$ cat config.mk
export PLATFORM = sky130hd
export DESIGN_NAME = fir_seq_ctrl_flat
export DESIGN_NICKNAME = d
export VERILOG_FILES = /design/src/rtl/fir_pkg.sv /design/src/rtl/fir_seq_ctrl_if.sv /design/src/rtl/fir_mac_unit.sv /design/src/rtl/fir_seq_ctrl.sv /design/src/flat_wrapper.sv
export SDC_FILE = /design/constraint.sdc
export NUM_CORES = 1
export LEC_CHECK = 0
export CAP_MARGIN = 40
export CORE_MARGIN = 5
export CORE_UTILIZATION = 45
export CTS_CLUSTER_SIZE = 30
export DETAILED_ROUTE_END_ITERATION = 6
export PLACE_DENSITY = 0.67
export SLEW_MARGIN = 10
export SYNTH_ARGS = -nofsm -noshare
export SYNTH_HDL_FRONTEND = slang
export SYNTH_SLANG_ARGS = --single-unit
export TNS_END_PERCENT = 1
$ cat constraint.sdc
create_clock -name clk -period 5.8 [get_ports clk]
set_input_delay 1.16 -clock clk [delete_from_list [all_inputs] [get_ports clk]]
set_output_delay 1.16 -clock clk [all_outputs]
set_load 0.1 [all_outputs]
$ cat src/rtl/fir_pkg.sv
// Shared types and default sizing for the time-multiplexed FIR sequencer.
package fir_pkg;

    localparam int NTAPS_D  = 4;
    localparam int DW_D     = 8;
    localparam int CW_D     = 8;
    localparam int SHIFT_D  = 2;
    localparam int OW_D     = 8;
    localparam int TAPW_D   = $clog2(NTAPS_D);
    localparam int ACCW_D   = DW_D + CW_D + TAPW_D;
    localparam int COEF_RST = 1;

    typedef enum logic [1:0] {
        IDLE,
        MAC,
        OUT
    } state_t;

    // Wide enough that NTAPS full-scale products can never overflow.
    function automatic int acc_width(input int dw, input int cw, input int ntaps);
        return dw + cw + $clog2(ntaps);
    endfunction

endpackage

$ cat src/rtl/fir_seq_ctrl_if.sv
// Sample input, coefficient write and result output handshakes of fir_seq_ctrl.
interface fir_seq_ctrl_if
    import fir_pkg::*;
#(
    parameter int DW   = DW_D,
    parameter int CW   = CW_D,
    parameter int OW   = OW_D,
    parameter int TAPW = TAPW_D
) ();

    logic            in_valid;
    logic            in_ready;
    logic [DW-1:0]   in_data;
    logic            coef_we;
    logic            coef_ready;
    logic [TAPW-1:0] coef_addr;
    logic [CW-1:0]   coef_data;
    logic            out_valid;
    logic            out_ready;
    logic [OW-1:0]   out_data;

    modport master (
        output in_valid, in_data, coef_we, coef_addr, coef_data, out_ready,
        input  in_ready, coef_ready, out_valid, out_data
    );

    modport slave (
        input  in_valid, in_data, coef_we, coef_addr, coef_data, out_ready,
        output in_ready, coef_ready, out_valid, out_data
    );

endinterface

$ cat src/rtl/fir_mac_unit.sv
// Shared multiply-accumulate unit: registered accumulator with clear and enable.
module fir_mac_unit #(
    parameter int DW   = 8,
    parameter int CW   = 8,
    parameter int ACCW = 18
) (
    input  logic            clk,
    input  logic            rst,
    input  logic            clr,
    input  logic            en,
    input  logic [DW-1:0]   x,
    input  logic [CW-1:0]   c,
    output logic [ACCW-1:0] acc
);

    logic [DW+CW-1:0] prod;

    assign prod = x * c;

    // NOTE: registered state is always written with <= so every flop samples
    // the pre-edge values of the others, regardless of process ordering.
    always_ff @(posedge clk) begin
        if (rst || clr) begin
            acc <= '0;
        end else if (en) begin
            acc <= acc + ACCW'(prod);
        end
    end

endmodule

$ cat src/rtl/fir_seq_ctrl.sv
// Time-multiplexed FIR sequencer: delay line, coefficient file and MAC control.
// Define FIR_SAT_EN to clamp the output instead of truncating it.
module fir_seq_ctrl
    import fir_pkg::*;
#(
    parameter int NTAPS = NTAPS_D,
    parameter int DW    = DW_D,
    parameter int CW    = CW_D,
    parameter int SHIFT = SHIFT_D,
    parameter int OW    = OW_D
) (
    input  logic          clk,
    input  logic          rst,
    fir_seq_ctrl_if.slave bus,
    output logic          busy
);

    localparam int TAPW = $clog2(NTAPS);
    localparam int ACCW = acc_width(DW, CW, NTAPS);

    state_t          state, state_nx;
    logic [DW-1:0]   x_q    [NTAPS];
    logic [CW-1:0]   coef_q [NTAPS];
    logic [TAPW-1:0] tap_q;
    logic            drain_q;
    logic [OW-1:0]   out_data_q;
    logic            out_valid_q;
    logic [ACCW-1:0] acc;
    logic [ACCW-1:0] shifted;
    logic [OW-1:0]   result;
    logic            in_ready, coef_ready, mac_clr, mac_en, fin;
    logic            accept, coef_wr;

    // NOTE: every always_comb output gets a default first, so no path through
    // the case statement can leave one unassigned and infer a latch.
    always_comb begin
        state_nx   = state;
        in_ready   = 1'b0;
        coef_ready = (state != MAC);
        mac_clr    = 1'b0;
        mac_en     = 1'b0;
        fin        = 1'b0;
        case (state)
            IDLE: begin
                in_ready = 1'b1;
                if (bus.in_valid) begin
                    mac_clr  = 1'b1;
                    state_nx = MAC;
                end
            end
            // drain_q marks the extra cycle that reads back the final sum
            MAC: begin
                if (drain_q) begin
                    fin      = 1'b1;
                    state_nx = OUT;
                end else begin
                    mac_en = 1'b1;
                end
            end
            OUT: begin
                if (bus.out_ready) state_nx = IDLE;
            end
            default: state_nx = IDLE;
        endcase
    end

    assign accept = bus.in_valid & in_ready;
    assign coef_wr = bus.coef_we & coef_ready;
    assign shifted = acc >> SHIFT;

`ifdef FIR_SAT_EN
    assign result = (|(shifted >> OW)) ? {OW{1'b1}} : OW'(shifted);
`else
    assign result = OW'(shifted);
`endif

    // NOTE: the delay line and coefficient file are reset explicitly because
    // a reset must discard history and restore the moving-average taps.
    always_ff @(posedge clk) begin
        if (rst) begin
            state       <= IDLE;
            tap_q       <= '0;
            drain_q     <= 1'b0;
            out_data_q  <= '0;
            out_valid_q <= 1'b0;
            for (int k = 0; k < NTAPS; k++) begin
                x_q[k]    <= '0;
                coef_q[k] <= CW'(COEF_RST);
            end
        end else begin
            state <= state_nx;
            if (accept) begin
                x_q[0] <= bus.in_data;
                for (int k = 1; k < NTAPS; k++) x_q[k] <= x_q[k-1];
                tap_q   <= '0;
                drain_q <= 1'b0;
            end else if (mac_en) begin
                tap_q   <= tap_q + 1'b1;
                drain_q <= (tap_q == TAPW'(NTAPS - 1));
            end else if (fin) begin
                drain_q <= 1'b0;
            end
            if (coef_wr) coef_q[bus.coef_addr] <= bus.coef_data;
            if (fin) begin
                out_data_q  <= result;
                out_valid_q <= 1'b1;
            end else if (out_valid_q && bus.out_ready) begin
                out_valid_q <= 1'b0;
            end
        end
    end

    fir_mac_unit #(
        .DW   (DW),
        .CW   (CW),
        .ACCW (ACCW)
    ) u_mac (
        .clk (clk),
        .rst (rst),
        .clr (mac_clr),
        .en  (mac_en),
        .x   (x_q[tap_q]),
        .c   (coef_q[tap_q]),
        .acc (acc)
    );

    assign bus.in_ready   = in_ready;
    assign bus.coef_ready = coef_ready;
    assign bus.out_valid  = out_valid_q;
    assign bus.out_data   = out_data_q;
    assign busy           = (state != IDLE);

endmodule
$ cat src/flat_wrapper.sv
// flat-port wrapper written by rule: the top's interface ports become plain ports
module fir_seq_ctrl_flat import fir_pkg::*;
#(
    parameter int NTAPS = NTAPS_D,
    parameter int DW    = DW_D,
    parameter int CW    = CW_D,
    parameter int SHIFT = SHIFT_D,
    parameter int OW    = OW_D
)
  (clk, rst, busy, bus_in_valid, bus_in_data, bus_coef_we, bus_coef_addr, bus_coef_data, bus_out_ready, bus_in_ready, bus_coef_ready, bus_out_valid, bus_out_data);
  fir_seq_ctrl_if #(.DW(DW), .CW(CW), .OW(OW)) bus_i ();
  input  logic clk;
  input  logic rst;
  output logic busy;
  input wire logic [$bits(bus_i.in_valid)-1:0] bus_in_valid;
  input wire logic [$bits(bus_i.in_data)-1:0] bus_in_data;
  input wire logic [$bits(bus_i.coef_we)-1:0] bus_coef_we;
  input wire logic [$bits(bus_i.coef_addr)-1:0] bus_coef_addr;
  input wire logic [$bits(bus_i.coef_data)-1:0] bus_coef_data;
  input wire logic [$bits(bus_i.out_ready)-1:0] bus_out_ready;
  output wire logic [$bits(bus_i.in_ready)-1:0] bus_in_ready;
  output wire logic [$bits(bus_i.coef_ready)-1:0] bus_coef_ready;
  output wire logic [$bits(bus_i.out_valid)-1:0] bus_out_valid;
  output wire logic [$bits(bus_i.out_data)-1:0] bus_out_data;
  assign bus_i.in_valid = bus_in_valid;
  assign bus_i.in_data = bus_in_data;
  assign bus_i.coef_we = bus_coef_we;
  assign bus_i.coef_addr = bus_coef_addr;
  assign bus_i.coef_data = bus_coef_data;
  assign bus_i.out_ready = bus_out_ready;
  assign bus_in_ready = bus_i.in_ready;
  assign bus_coef_ready = bus_i.coef_ready;
  assign bus_out_valid = bus_i.out_valid;
  assign bus_out_data = bus_i.out_data;
  fir_seq_ctrl #(.NTAPS(NTAPS), .DW(DW), .CW(CW), .SHIFT(SHIFT), .OW(OW)) u_core (.clk(clk), .rst(rst), .bus(bus_i), .busy(busy));
endmodule
==> results of run 1 <==
## metal layers
metal	part of all wire, %	vias up	global-route usage (%)	wire length, µm
li1	-	1569	-	-
met1	45	1558	19.4	4360
met2	50	67	24.5	4920
met3	3.6	13	2.05	354
met4	1.6	0	5.81	157
met5	0	-	0	0
## worst paths after layout
path	startpoint	end	slack [ns]	cells after the start
setup / recovery	flip-flop	u_core.u_mac.acc[9]	0.70	18
hold / removal	u_core.u_mac.acc[1]	u_core.u_mac.acc[1]	0.45	2
setup reg to reg	flip-flop	u_core.u_mac.acc[9]	0.70	18
hold reg to reg	u_core.u_mac.acc[1]	u_core.u_mac.acc[1]	0.45	2
## power groups by stage
stage | Sequential (mW) | Clock (mW) | Combinational (mW)
2_1_floorplan | 0.753 | 0 | 0.369
3_3_place_gp | 0.764 | 0 | 0.456
3_5_place_dp | 0.764 | 0 | 0.480
4_1_cts | 0.750 | 0.572 | 0.485
5_1_grt | 0.753 | 0.596 | 0.546
6_report | 0.750 | 0.561 | 0.472
## state kept, by name, indices dropped and copies added (netlist names), named ones only
| register | cells |
|---|---|
| u_core.bus.out_valid | 1 |
| u_core.coef_q | 32 |
| u_core.drain_q | 1 |
| u_core.bus.out_data | 8 |
| u_core.state | 2 |
| u_core.tap_q | 2 |
| u_core.u_mac.acc | 10 |
| u_core.x_q | 32 |
## layout by cell type (no fill, tap or decap), types with 2 or more instances in the layout
master                            Yosys  final
sky130_fd_sc_hd__clkbuf_16            0      9
sky130_fd_sc_hd__nand2_2              2      2
sky130_fd_sc_hd__nor4b_1              2      2
sky130_fd_sc_hd__o21bai_1             2      2
sky130_fd_sc_hd__mux4_1              13     13
sky130_fd_sc_hd__inv_1               54     54
sky130_fd_sc_hd__clkinv_1             0      2
sky130_fd_sc_hd__fa_1                31     31
sky130_fd_sc_hd__buf_4                1      3
sky130_fd_sc_hd__nor2_1              22     22
sky130_fd_sc_hd__xnor2_1             16     16
sky130_fd_sc_hd__buf_8                0     12
sky130_fd_sc_hd__nand2b_1             6      5
sky130_fd_sc_hd__a21oi_1             21     21
sky130_fd_sc_hd__mux4_2               3      3
sky130_fd_sc_hd__clkdlybuf4s50_1      0     34
sky130_fd_sc_hd__edfxtp_1            64     64
sky130_fd_sc_hd__dfxtp_1             26     26
sky130_fd_sc_hd__or2_2                4      4
sky130_fd_sc_hd__and2_2               2      2
sky130_fd_sc_hd__and2_1              73     73
sky130_fd_sc_hd__nand2_1             53     53
sky130_fd_sc_hd__xor2_1               3      3
sky130_fd_sc_hd__a21o_1               2      2
sky130_fd_sc_hd__ha_1                21     21
sky130_fd_sc_hd__mux2i_1              4      4
## cell type report
| type | instances | area, µm² | area share [%] |
|---|---|---|---|
| well taps | 143 | 179 | 2.87 |
| multi-input cells | 287 | 2540 | 40.8 |
| clock inverters | 6 | 58.8 | 0.945 |
| inverters | 54 | 203 | 3.26 |
| clock buffers | 9 | 225 | 3.62 |
| repair buffers | 52 | 578 | 9.28 |
| flip-flops and latches | 90 | 2440 | 39.2 |
## critical path: stages (launching register included)
cell,delay (ns)
sky130_fd_sc_hd__dfxtp_1,0.31
sky130_fd_sc_hd__buf_4,0.26
sky130_fd_sc_hd__mux4_1,0.75
sky130_fd_sc_hd__nand2_1,0.17
sky130_fd_sc_hd__fa_1,0.42
sky130_fd_sc_hd__inv_1,0.10
sky130_fd_sc_hd__fa_1,0.42
sky130_fd_sc_hd__ha_1,0.29
sky130_fd_sc_hd__inv_1,0.05
sky130_fd_sc_hd__fa_1,0.54
sky130_fd_sc_hd__inv_1,0.07
sky130_fd_sc_hd__fa_1,0.46
sky130_fd_sc_hd__a21o_1,0.18
sky130_fd_sc_hd__a21oi_1,0.22
sky130_fd_sc_hd__o21bai_1,0.10
sky130_fd_sc_hd__a21oi_1,0.21
sky130_fd_sc_hd__xnor2_1,0.15
sky130_fd_sc_hd__xnor2_1,0.16
sky130_fd_sc_hd__a211oi_2,0.09
## through the flow
stage | setup WS, ns | power (mW) | utilization [%] | cells | cell area [µm²]
floorplan | 1.13 | 1.12 | - | 445 | 5280
global placement | 0.879 | 1.22 | 49.9 | 611 | 5730
detailed placement | 0.707 | 1.24 | 51.8 | 626 | 5940
finish | 0.703 | 1.78 | 54.3 | 641 | 6230
global route | 0.375 | 1.90 | 54.3 | 641 | 6230
CTS | 0.679 | 1.81 | 54.3 | 641 | 6230
## cell families (layout without fill, tap and decap cells)
logic type	count (synthesis)	count (layout)	share of synthesized area [%]
buf+inv	68	121	5.60
fa+ha+maj	52	52	16.7
mux	20	20	8.52
flops	90	90	46.3
compound gates	28	28	3.13
simple gates	168	168	16.6
xor+xnor	19	19	3.15
==> flow_summary_export.csv, run 1 <==
group,metric,value,unit
status,status,"finished, final reports clean",
pwr,internal_power,1.27,mW
finish,flow.area_growth_from_synthesis,18.0,%
timing,final_count_of_hold_timing_violations,0,
clock_network,root_buffer,"sky130_fd_sc_hd__clkbuf_16",
pwr,leakagePower,2.53,nW
synth,synth_largest_area_cell,"sky130_fd_sc_hd__edfxtp_1",
global_routing,grt-ovfl-total,0,
clock_network,insertion_delay,0.34,ns
synth,syn-mean-instance-area,11.9,µm²
routing,ant_nets,0,
synth,yosys-top-cells-area,"sky130_fd_sc_hd__edfxtp_1 36%, sky130_fd_sc_hd__fa_1 12%, sky130_fd_sc_hd__dfxtp_1 9.9%",
synth,synth-edff-count,64,
floorplan,die_height,118,µm
floorplan,floorplan.core_area,11500,µm²
finish,num_antenna_cells,0,
synth,syn_area,5280,µm²
routing,drt_iter0_markers,182,
clock_network,tritoncts.num_buffers,9,
timing,final.setup_skew,0.0109,ns
synth,netlist-cell-type-count,34,
finish,final.fill_count,948,
floorplan,boundaryPins,35,
setup_path,path_max_fanout,16,
routing,num_vias,3207,
timing,final_max_slew_viol_count,0,
global_routing,grt_antenna_before_repair,0,
synth,synth_commonest_cells,"73 x sky130_fd_sc_hd__and2_1, 64 x sky130_fd_sc_hd__edfxtp_1, 54 x sky130_fd_sc_hd__inv_1",
timing,min_period,5.10,ns
setup_path,critical_path_required,5.98,ns
timing,tightest_slew,0.874,ns
setup_path,crit_path_start_kind,"flip-flop",
clock_network,clock_slew_seen_by_the_registers_of_the_worst_setup_and_hold_paths,0.06,ns
synth,postSynthRegisterBits,90,
place,detailedPlacementHpwl,7690,µm
synth,synth-seq-area-share,46.3,%
place,place.port_buffers,34,
global_routing,grt_util_all_layers,14.7,%
timing,setup-tns-final,0,ns
routing,via_density,5.00,
floorplan,floorplan.rows,39,
global_routing,grt_pass1_vias,3349,
timing,max-slew-margin-rel,41.5,%
synth,synth_most_common_cell,"sky130_fd_sc_hd__and2_1",
setup_path,timing.setup.critical_path_class,"reg2reg",
floorplan,die_w,118,µm
floorplan,initial_core_util,46.0,%
global_routing,maximum_number_of_pins_on_one_net_before_global_route_repair,37,
job,drv_cap,0,
pwr,cellPowerDensity,286,nW/µm²
timing,fin_hold_ws,0.454,ns
clock_network,bufs_on_longest_clock_path,2,
timing,maximum_frequency_from_static_timing_analysis,196,MHz
setup_path,critical_path.endpoint_type,"flip-flop",
clock_network,cts_hold_buffers,0,
min_path,timing.hold.worst.class,"reg2reg",
synth,async_reset_ff_share,0,%
timing,rsz0062_at_grt,"false",
setup_path,worst-endpoint-arrival,5.28,ns
synth,syn_nets,520,
routing,drt_drc_violations_left,0,
pwr,power.share.clock,31.5,%
routing,drt_pre_antenna_iters,4,
clock_network,post-cts-setup-buffer-count,0,
timing,finalSetupViolCount,0,
finish,drive_gt1_share,8.84,%
place,gpl.final_weighted_congestion,0.889,
finish,nets,569,
clock_network,max_h_tree_level,3,
pwr,vdd_drop_max,0.000154,V
synth,postSynth.topFlopCell,"sky130_fd_sc_hd__edfxtp_1",
floorplan,design.die.area,14000,µm²
routing,drt_wl_total,9790,µm
pwr,power.share.combinational,26.5,%
clock_network,clock-sinks,90,
global_routing,grt_pass1_wl,16500,µm
synth,postSynthCellCount,445,
clock_network,postCtsResizedCells,0,
pwr,pwr-share-seq,42.0,%
routing,detail_route.wl_per_cell,15.3,µm
synth,synth_top_area_share,36.4,%
pwr,power.switching,516,µW
synth,yosysWarnings,0,
timing,crit_share_post_route,87.9,%
clock_network,cts_tree,"yes",
pwr,power.switching_fraction,28.9,%
(Power assumes the default switching activity.)
==> run 2, diff against run 1 <==
Settings changed: ABC_AREA set to 1.
==> run 2 against run 1 <==
Effect of this change: cell count up 32%; register-to-register slack worse by 0.27 ns; core utilization down 0.44 points; area after synthesis up 4.5%; fmax down 5.0%; power up 14%; combinational power up 40%; worst setup slack worse by 0.27 ns; design area up 3.9%; first-iteration DRC count up 29%; worst hold slack better by 0.021 ns.
==> flow_summary_export.csv, run 2 <==
group,metric,value,unit
place,gpl.final_weighted_congestion,0.866,
setup_path,critical_path_required,6.05,ns
finish,layout.core_utilization,53.9,%
finish,most_used_cells_in_the_layout_excluding_fill_and_tap_cells,"142 x sky130_fd_sc_hd__inv_1, 133 x sky130_fd_sc_hd__nand2_1, 106 x sky130_fd_sc_hd__nor2_1",
clock_network,postCtsResizedCells,0,
synth,syn_area,5510,µm²
place,postPlaceCellArea,6160,µm²
routing,drt_iter0_markers,234,
setup_path,crit_path_start_kind,"flip-flop",
routing,num_vias,4144,
global_routing,grt-ovfl-total,0,
timing,setup-tns-final,0,ns
timing,min_period,5.36,ns
finish,num_antenna_cells,0,
synth,synth_top_area_share,34.9,%
timing,finalSetupViolCount,0,
synth,postSynth.topFlopCell,"sky130_fd_sc_hd__edfxtp_1",
clock_network,insertion_delay,0.35,ns
clock_network,max_h_tree_level,3,
synth,synth-edff-count,64,
synth,synth-seq-area-share,44.3,%
synth,synth_most_common_cell,"sky130_fd_sc_hd__inv_1",
global_routing,maximum_number_of_pins_on_one_net_before_global_route_repair,34,
timing,final_count_of_hold_timing_violations,0,
finish,flow.area_growth_from_synthesis,17.4,%
synth,async_reset_ff_share,0,%
setup_path,path_delay_family,"adder cells",
timing,max-slew-margin-rel,43.6,%
floorplan,floorplan.core_area,12000,µm²
global_routing,grt_antenna_before_repair,0,
clock_network,cts_tree,"yes",
job,drv_cap,0,
finish,drive_gt1_share,6.70,%
place,detailedPlacementHpwl,9130,µm
clock_network,clock_slew_seen_by_the_registers_of_the_worst_setup_and_hold_paths,0.07,ns
synth,netlist-cell-type-count,29,
floorplan,boundaryPins,35,
setup_path,worst_path_most_repeated_cell,"sky130_fd_sc_hd__nand2_1",
routing,drt_wl_total,11800,µm
routing,via_density,4.88,
synth,postSynthRegisterBits,90,
clock_network,cts_hold_buffers,0,
status,status,"finished, final reports clean",
clock_network,root_buffer,"sky130_fd_sc_hd__clkbuf_16",
synth,yosys-top-cells-area,"sky130_fd_sc_hd__edfxtp_1 35%, sky130_fd_sc_hd__fa_1 11%, sky130_fd_sc_hd__inv_1 9.7%",
synth,syn-mean-instance-area,8.45,µm²
place,place.port_buffers,34,
synth,synth_largest_area_cell,"sky130_fd_sc_hd__edfxtp_1",
min_path,timing.hold.worst.class,"reg2reg",
setup_path,ff2ff_setup_slack,0.44,ns
routing,detail_route.wl_per_cell,13.9,µm
global_routing,grt_util_all_layers,17.6,%
routing,drt_drc_violations_left,0,
pwr,vdd_drop_max,0.000219,V
synth,yosysWarnings,0,
clock_network,bufs_on_longest_clock_path,2,
setup_path,worst-endpoint-arrival,5.61,ns
synth,postSynthCellCount,652,
setup_path,critical_path_depth,23,
setup_path,critical_path.slowest_cell,"sky130_fd_sc_hd__dfxtp_1",
timing,final_max_slew_viol_count,0,
setup_path,critical_path.endpoint_type,"flip-flop",
setup_path,path_max_fanout,14,
routing,drt_pre_antenna_iters,6,
timing,crit_share_post_route,92.4,%
setup_path,worst-r2r-cell-count,23,
finish,mostFrequentLayoutCell,"sky130_fd_sc_hd__inv_1",
global_routing,grt_pass1_vias,4262,
floorplan,floorplan.rows,40,
timing,maximum_frequency_from_static_timing_analysis,186,MHz
floorplan,die_height,121,µm
pwr,leakagePower,3.04,nW
clock_network,clock-sinks,90,
clock_network,post-cts-setup-buffer-count,0,
setup_path,worst_setup_path_endpoint,"u_core.u_mac.acc[9]",
clock_network,tritoncts.num_buffers,9,
synth,syn_nets,727,
setup_path,crit-reg2reg-capture,"u_core.u_mac.acc[9]",
synth,synth_commonest_cells,"142 x sky130_fd_sc_hd__inv_1, 133 x sky130_fd_sc_hd__nand2_1, 106 x sky130_fd_sc_hd__nor2_1",
timing,rsz0062_at_grt,"false",
setup_path,timing.setup.critical_path_class,"reg2reg",
floorplan,initial_core_util,45.9,%
routing,ant_nets,0,
pwr,cellPowerDensity,314,nW/µm²
finish,postLayoutCellArea,6470,µm²
floorplan,design.die.area,14600,µm²
timing,tightest_slew,0.844,ns
setup_path,crit_buf_inv,6,
setup_path,timing.critical_path.cells,"inv_1 > a32oi_1 > nand2_1 > fa_1 > inv_1 > fa_1 > inv_1 > fa_1 > fa_1 > inv_1 > ha_1 > a21oi_1 > nand2_1 > nand2_1 > nand2_1 > a21oi_1 > inv_1 > nand3_1 > nand2_1 > nand2_1 > nand3_1 > nand2_1 > inv_1",
finish,nets,772,
timing,final.setup_skew,0.00709,ns
timing,fin_hold_ws,0.474,ns
finish,reg.largest.list,"u_core.coef_q x32, u_core.x_q x32, u_core.u_mac.acc x10",
floorplan,die_w,121,µm
setup_path,cp_slowest_stage_delay,0.62,ns
global_routing,grt_pass1_wl,20200,µm
[run 2: cell count changes after synthesis, sizes merged, moves of 6 or more]
cell	before	now
and2	75	0
buf	5	11
inv	54	145
mux4	16	0
nand2	55	139
nand2b	6	0
nand3	0	30
nor2	22	106
o21ai	0	25
xnor2	16	2
[run 2: layer usage]
layer	track usage, %	routed length (µm)	vias to the layer above
met4	8.29	317	0
met2	29.0	5740	91
met1	22.4	5310	1942
met3	3.46	473	18
li1	-	-	2093
met5	0	0	-
[run 2: how the worst min path moves through the flow]
stage	slack (ns)	startpoint	end	depth (start not counted)
finish	0.47	u_core.bus.out_valid	u_core.bus.out_valid	2
global route	0.50	u_core.bus.out_valid	u_core.bus.out_valid	2
CTS	0.48	u_core.bus.out_valid	u_core.bus.out_valid	2
detailed placement	0.47	u_core.bus.out_valid	u_core.bus.out_valid	2
global placement	0.46	u_core.bus.out_valid	u_core.bus.out_valid	2
floorplan	0.46	u_core.drain_q	u_core.drain_q	2
[run 2: worst reg2reg max path: cells and delay by family, from the launching register on]
kind                       cells  cell delay [ns]
AOI/OAI and AO/OA              3             0.95
adders and majority gates      5             2.33
DFF                            1             0.62
buffers and inverters          6             0.63
and+or+nand+nor                9             0.72
[run 2: layout make-up]
cell class,instances,area [µm²]
Fill cell,1116,5540
Clock buffer,9,225
Clock inverter,7,85.1
Tap cell,147,184
Timing Repair Buffer,52,573
Inverter,146,551
Multi-Input combinational cell,398,2410
Sequential cell,90,2440
[run 2: logic make-up after synthesis]
logic type | count (synthesis) | synth area share [%]
AND/OR/NAND/NOR | 275 | 19.7
buffers and inverters | 164 | 12.0
flip-flops | 90 | 44.3
AO/OA/AOI/OAI | 63 | 6.70
adder cells (fa/ha/maj) | 52 | 16.0
XOR/XNOR | 8 | 1.27
[run 2: through the flow]
step	setup slack, ns	std cells	power (mW)
after global placement	0.509	820	1.40
after floorplan	1.08	652	1.26
after CTS	0.347	849	2.05
after global routing	0.0103	849	2.19
after detailed placement	0.337	833	1.43
final	0.438	849	2.03
[run 2: where the power goes]
group	internal, mW	switching [mW]	total [mW]
clock	0.343	0.266	0.609
sequential	0.732	0.0249	0.757
combinational	0.251	0.413	0.663
==> run 3, diff against run 2 <==
Settings changed: CTS_BUF_LIST set to sky130_fd_sc_hd__clkbuf_4, CTS_CLUSTER_DIAMETER set to 120, DONT_BUFFER_PORTS set to 1, PLACE_DENSITY 0.67 to 0.64.
==> run 3 against run 2 <==
Effect of this change: critical path depth stayed put; critical path type unchanged; largest power group unchanged; via count fell by 3.4%; critical endpoint unchanged; combinational power down 2%.
==> flow_summary_export.csv, run 3 (same netlist as run 2, synthesis figures left out) <==
group,metric,value,unit
setup_path,critical_path.endpoint_type,"flip-flop",
setup_path,crit-reg2reg-capture,"u_core.u_mac.acc[9]",
finish,most_used_cells_in_the_layout_excluding_fill_and_tap_cells,"142 x sky130_fd_sc_hd__inv_1, 133 x sky130_fd_sc_hd__nand2_1, 105 x sky130_fd_sc_hd__nor2_1",
timing,tightest_slew,0.920,ns
clock_network,tritoncts.num_buffers,9,
pwr,vdd_drop_max,0.000126,V
timing,maximum_frequency_from_static_timing_analysis,186,MHz
place,place.port_buffers,0,
min_path,timing.hold.worst.class,"reg2reg",
finish,final.fill_count,1153,
setup_path,cp_slowest_stage_delay,0.62,ns
setup_path,crit_path_start_kind,"flip-flop",
status,status,"finished, final reports clean",
clock_network,post-cts-setup-buffer-count,0,
pwr,cellPowerDensity,286,nW/µm²
timing,finalSetupViolCount,0,
timing,final.setup_skew,0.0157,ns
clock_network,root_buffer,"sky130_fd_sc_hd__clkbuf_4",
finish,drive_gt1_share,6.78,%
floorplan,floorplan.core_area,12000,µm²
place,postPlaceCellArea,5810,µm²
timing,setup_slack,0.434,ns
timing,max-slew-margin-rel,38.4,%
place,gpl.final_weighted_congestion,0.860,
setup_path,timing.critical_path.cells,"inv_1 > a32oi_2 > nand2_1 > fa_1 > inv_1 > fa_1 > inv_1 > fa_1 > fa_1 > inv_1 > ha_1 > a21oi_1 > nand2_1 > nand2_1 > nand2_1 > a21oi_1 > inv_1 > nand3_1 > nand2_1 > nand2_1 > nand3_1 > nand2_1 > inv_1",
place,post-place-ws,0.337,ns
finish,regArea,2440,µm²
floorplan,die_w,121,µm
routing,drt_wl_total,11200,µm
routing,post_route_met1_wirelength,5350,µm
routing,maxUsedRoutingLayer,"met4",
place,dpl.cell_count,796,
routing,drt_pre_antenna_iters,5,
pwr,leakagePower,2.82,nW
place,detailedPlacementHpwl,8610,µm
global_routing,grt_antenna_before_repair,0,
clock_network,max_h_tree_level,3,
setup_path,critical_path_required,6.16,ns
finish,postLayoutCellArea,5940,µm²
floorplan,initial_core_util,45.9,%
routing,num_vias,4005,
global_routing,grt_pass1_wl,18500,µm
finish,mostFrequentLayoutCell,"sky130_fd_sc_hd__inv_1",
global_routing,maximum_number_of_pins_on_one_net_before_global_route_repair,35,
timing,crit_share_post_route,92.5,%
finish,multiInputGateArea,2430,µm²
floorplan,floorplan.rows,40,
routing,drt_iter0_markers,298,
min_path,min_path_cells,2,
finish,layoutNonFillerInstCount,811,
setup_path,worst_path_most_repeated_cell,"sky130_fd_sc_hd__nand2_1",
setup_path,critical_path.slowest_cell,"sky130_fd_sc_hd__dfxtp_1",
timing,final_count_of_hold_timing_violations,0,
min_path,worstHoldEndpoint,"u_core.bus.out_valid",
routing,dr_wl_met3,467,µm
setup_path,worst-r2r-cell-count,23,
timing,final_max_slew_viol_count,0,
clock_network,clock_slew_seen_by_the_registers_of_the_worst_setup_and_hold_paths,0.14,ns
clock_network,clock-sinks,90,
routing,ant_nets,0,
min_path,worstHoldStart,"u_core.bus.out_valid",
global_routing,grt_util_all_layers,16.0,%
clock_network,bufs_on_longest_clock_path,2,
setup_path,worst-endpoint-arrival,5.73,ns
floorplan,boundaryPins,35,
finish,flow.area_growth_from_synthesis,7.85,%
clock_network,cts_tree,"yes",
finish,reg.largest.list,"u_core.coef_q x32, u_core.x_q x32, u_core.u_mac.acc x10",
routing,drt_drc_violations_left,0,
floorplan,die_height,121,µm
finish,num_antenna_cells,0,
setup_path,path_delay_family,"adder cells",
finish,nets,735,
job,drv_cap,0,
setup_path,timing.setup.critical_path_class,"reg2reg",
global_routing,grt_pass1_vias,3946,
clock_network,postCtsResizedCells,0,
setup_path,path_max_fanout,22,
setup_path,crit_buf_inv,6,
global_routing,grt-ovfl-total,0,
clock_network,cts_hold_buffers,0,
clock_network,insertion_delay,0.45,ns
routing,via_density,4.94,
routing,dr_wl_met2,5110,µm
setup_path,ff2ff_setup_slack,0.43,ns
routing,detail_route.wl_per_cell,13.8,µm
floorplan,design.die.area,14600,µm²
timing,min_period,5.37,ns
[run 3: worst max path at each step]
stage,endpoint,slack [ns],depth (start not counted)
floorplan,u_core.u_mac.acc[9],1.08,26
global placement,u_core.u_mac.acc[9],0.57,23
detailed placement,u_core.u_mac.acc[9],0.34,23
CTS,u_core.u_mac.acc[9],0.33,23
global route,u_core.u_mac.acc[9],-0.0004,23
finish,u_core.u_mac.acc[9],0.43,23
[run 3: worst register-to-register path: cells and delay by family (launching register included)]
family                     cells  cell delay, ns
DFF                            1            0.62
adders and majority gates      5            2.34
AOI/OAI and AO/OA              3            0.88
buffers and inverters          6            0.75
and+or+nand+nor                9            0.71
[run 3: layer usage]
layer | GRT usage [%] | vias up
met1 | 21.9 | 1877
met5 | 0 | -
met2 | 25.1 | 95
met4 | 5.81 | 0
met3 | 3.41 | 17
li1 | - | 2016
[run 3: report_power, final]
part / switching, mW / internal, mW / total, mW
registers: 0.0236 / 0.731 / 0.755
clock network: 0.211 / 0.0893 / 0.300
logic: 0.411 / 0.236 / 0.647
[run 3: layout make-up]
cell class,count,area share (%)
tap,147,3.09
timing repair buffer,15,3.83
sequential,90,41.1
clock inverter,5,0.547
inverter,146,9.26
clock buffer,10,1.26
multi-input combinational,398,40.9
[run 3: per-stage QoR]
stage	power, mW	utilization, %	TNS, ns	hold WS, ns
2_1_floorplan	1.26	-	0	0.455
3_3_place_gp	1.38	46.7	0	0.467
3_5_place_dp	1.42	48.4	0	0.488
4_1_cts	1.72	49.3	0	0.507
5_1_grt	1.85	49.5	-0.000354	0.528
6_report	1.70	49.5	0	0.506
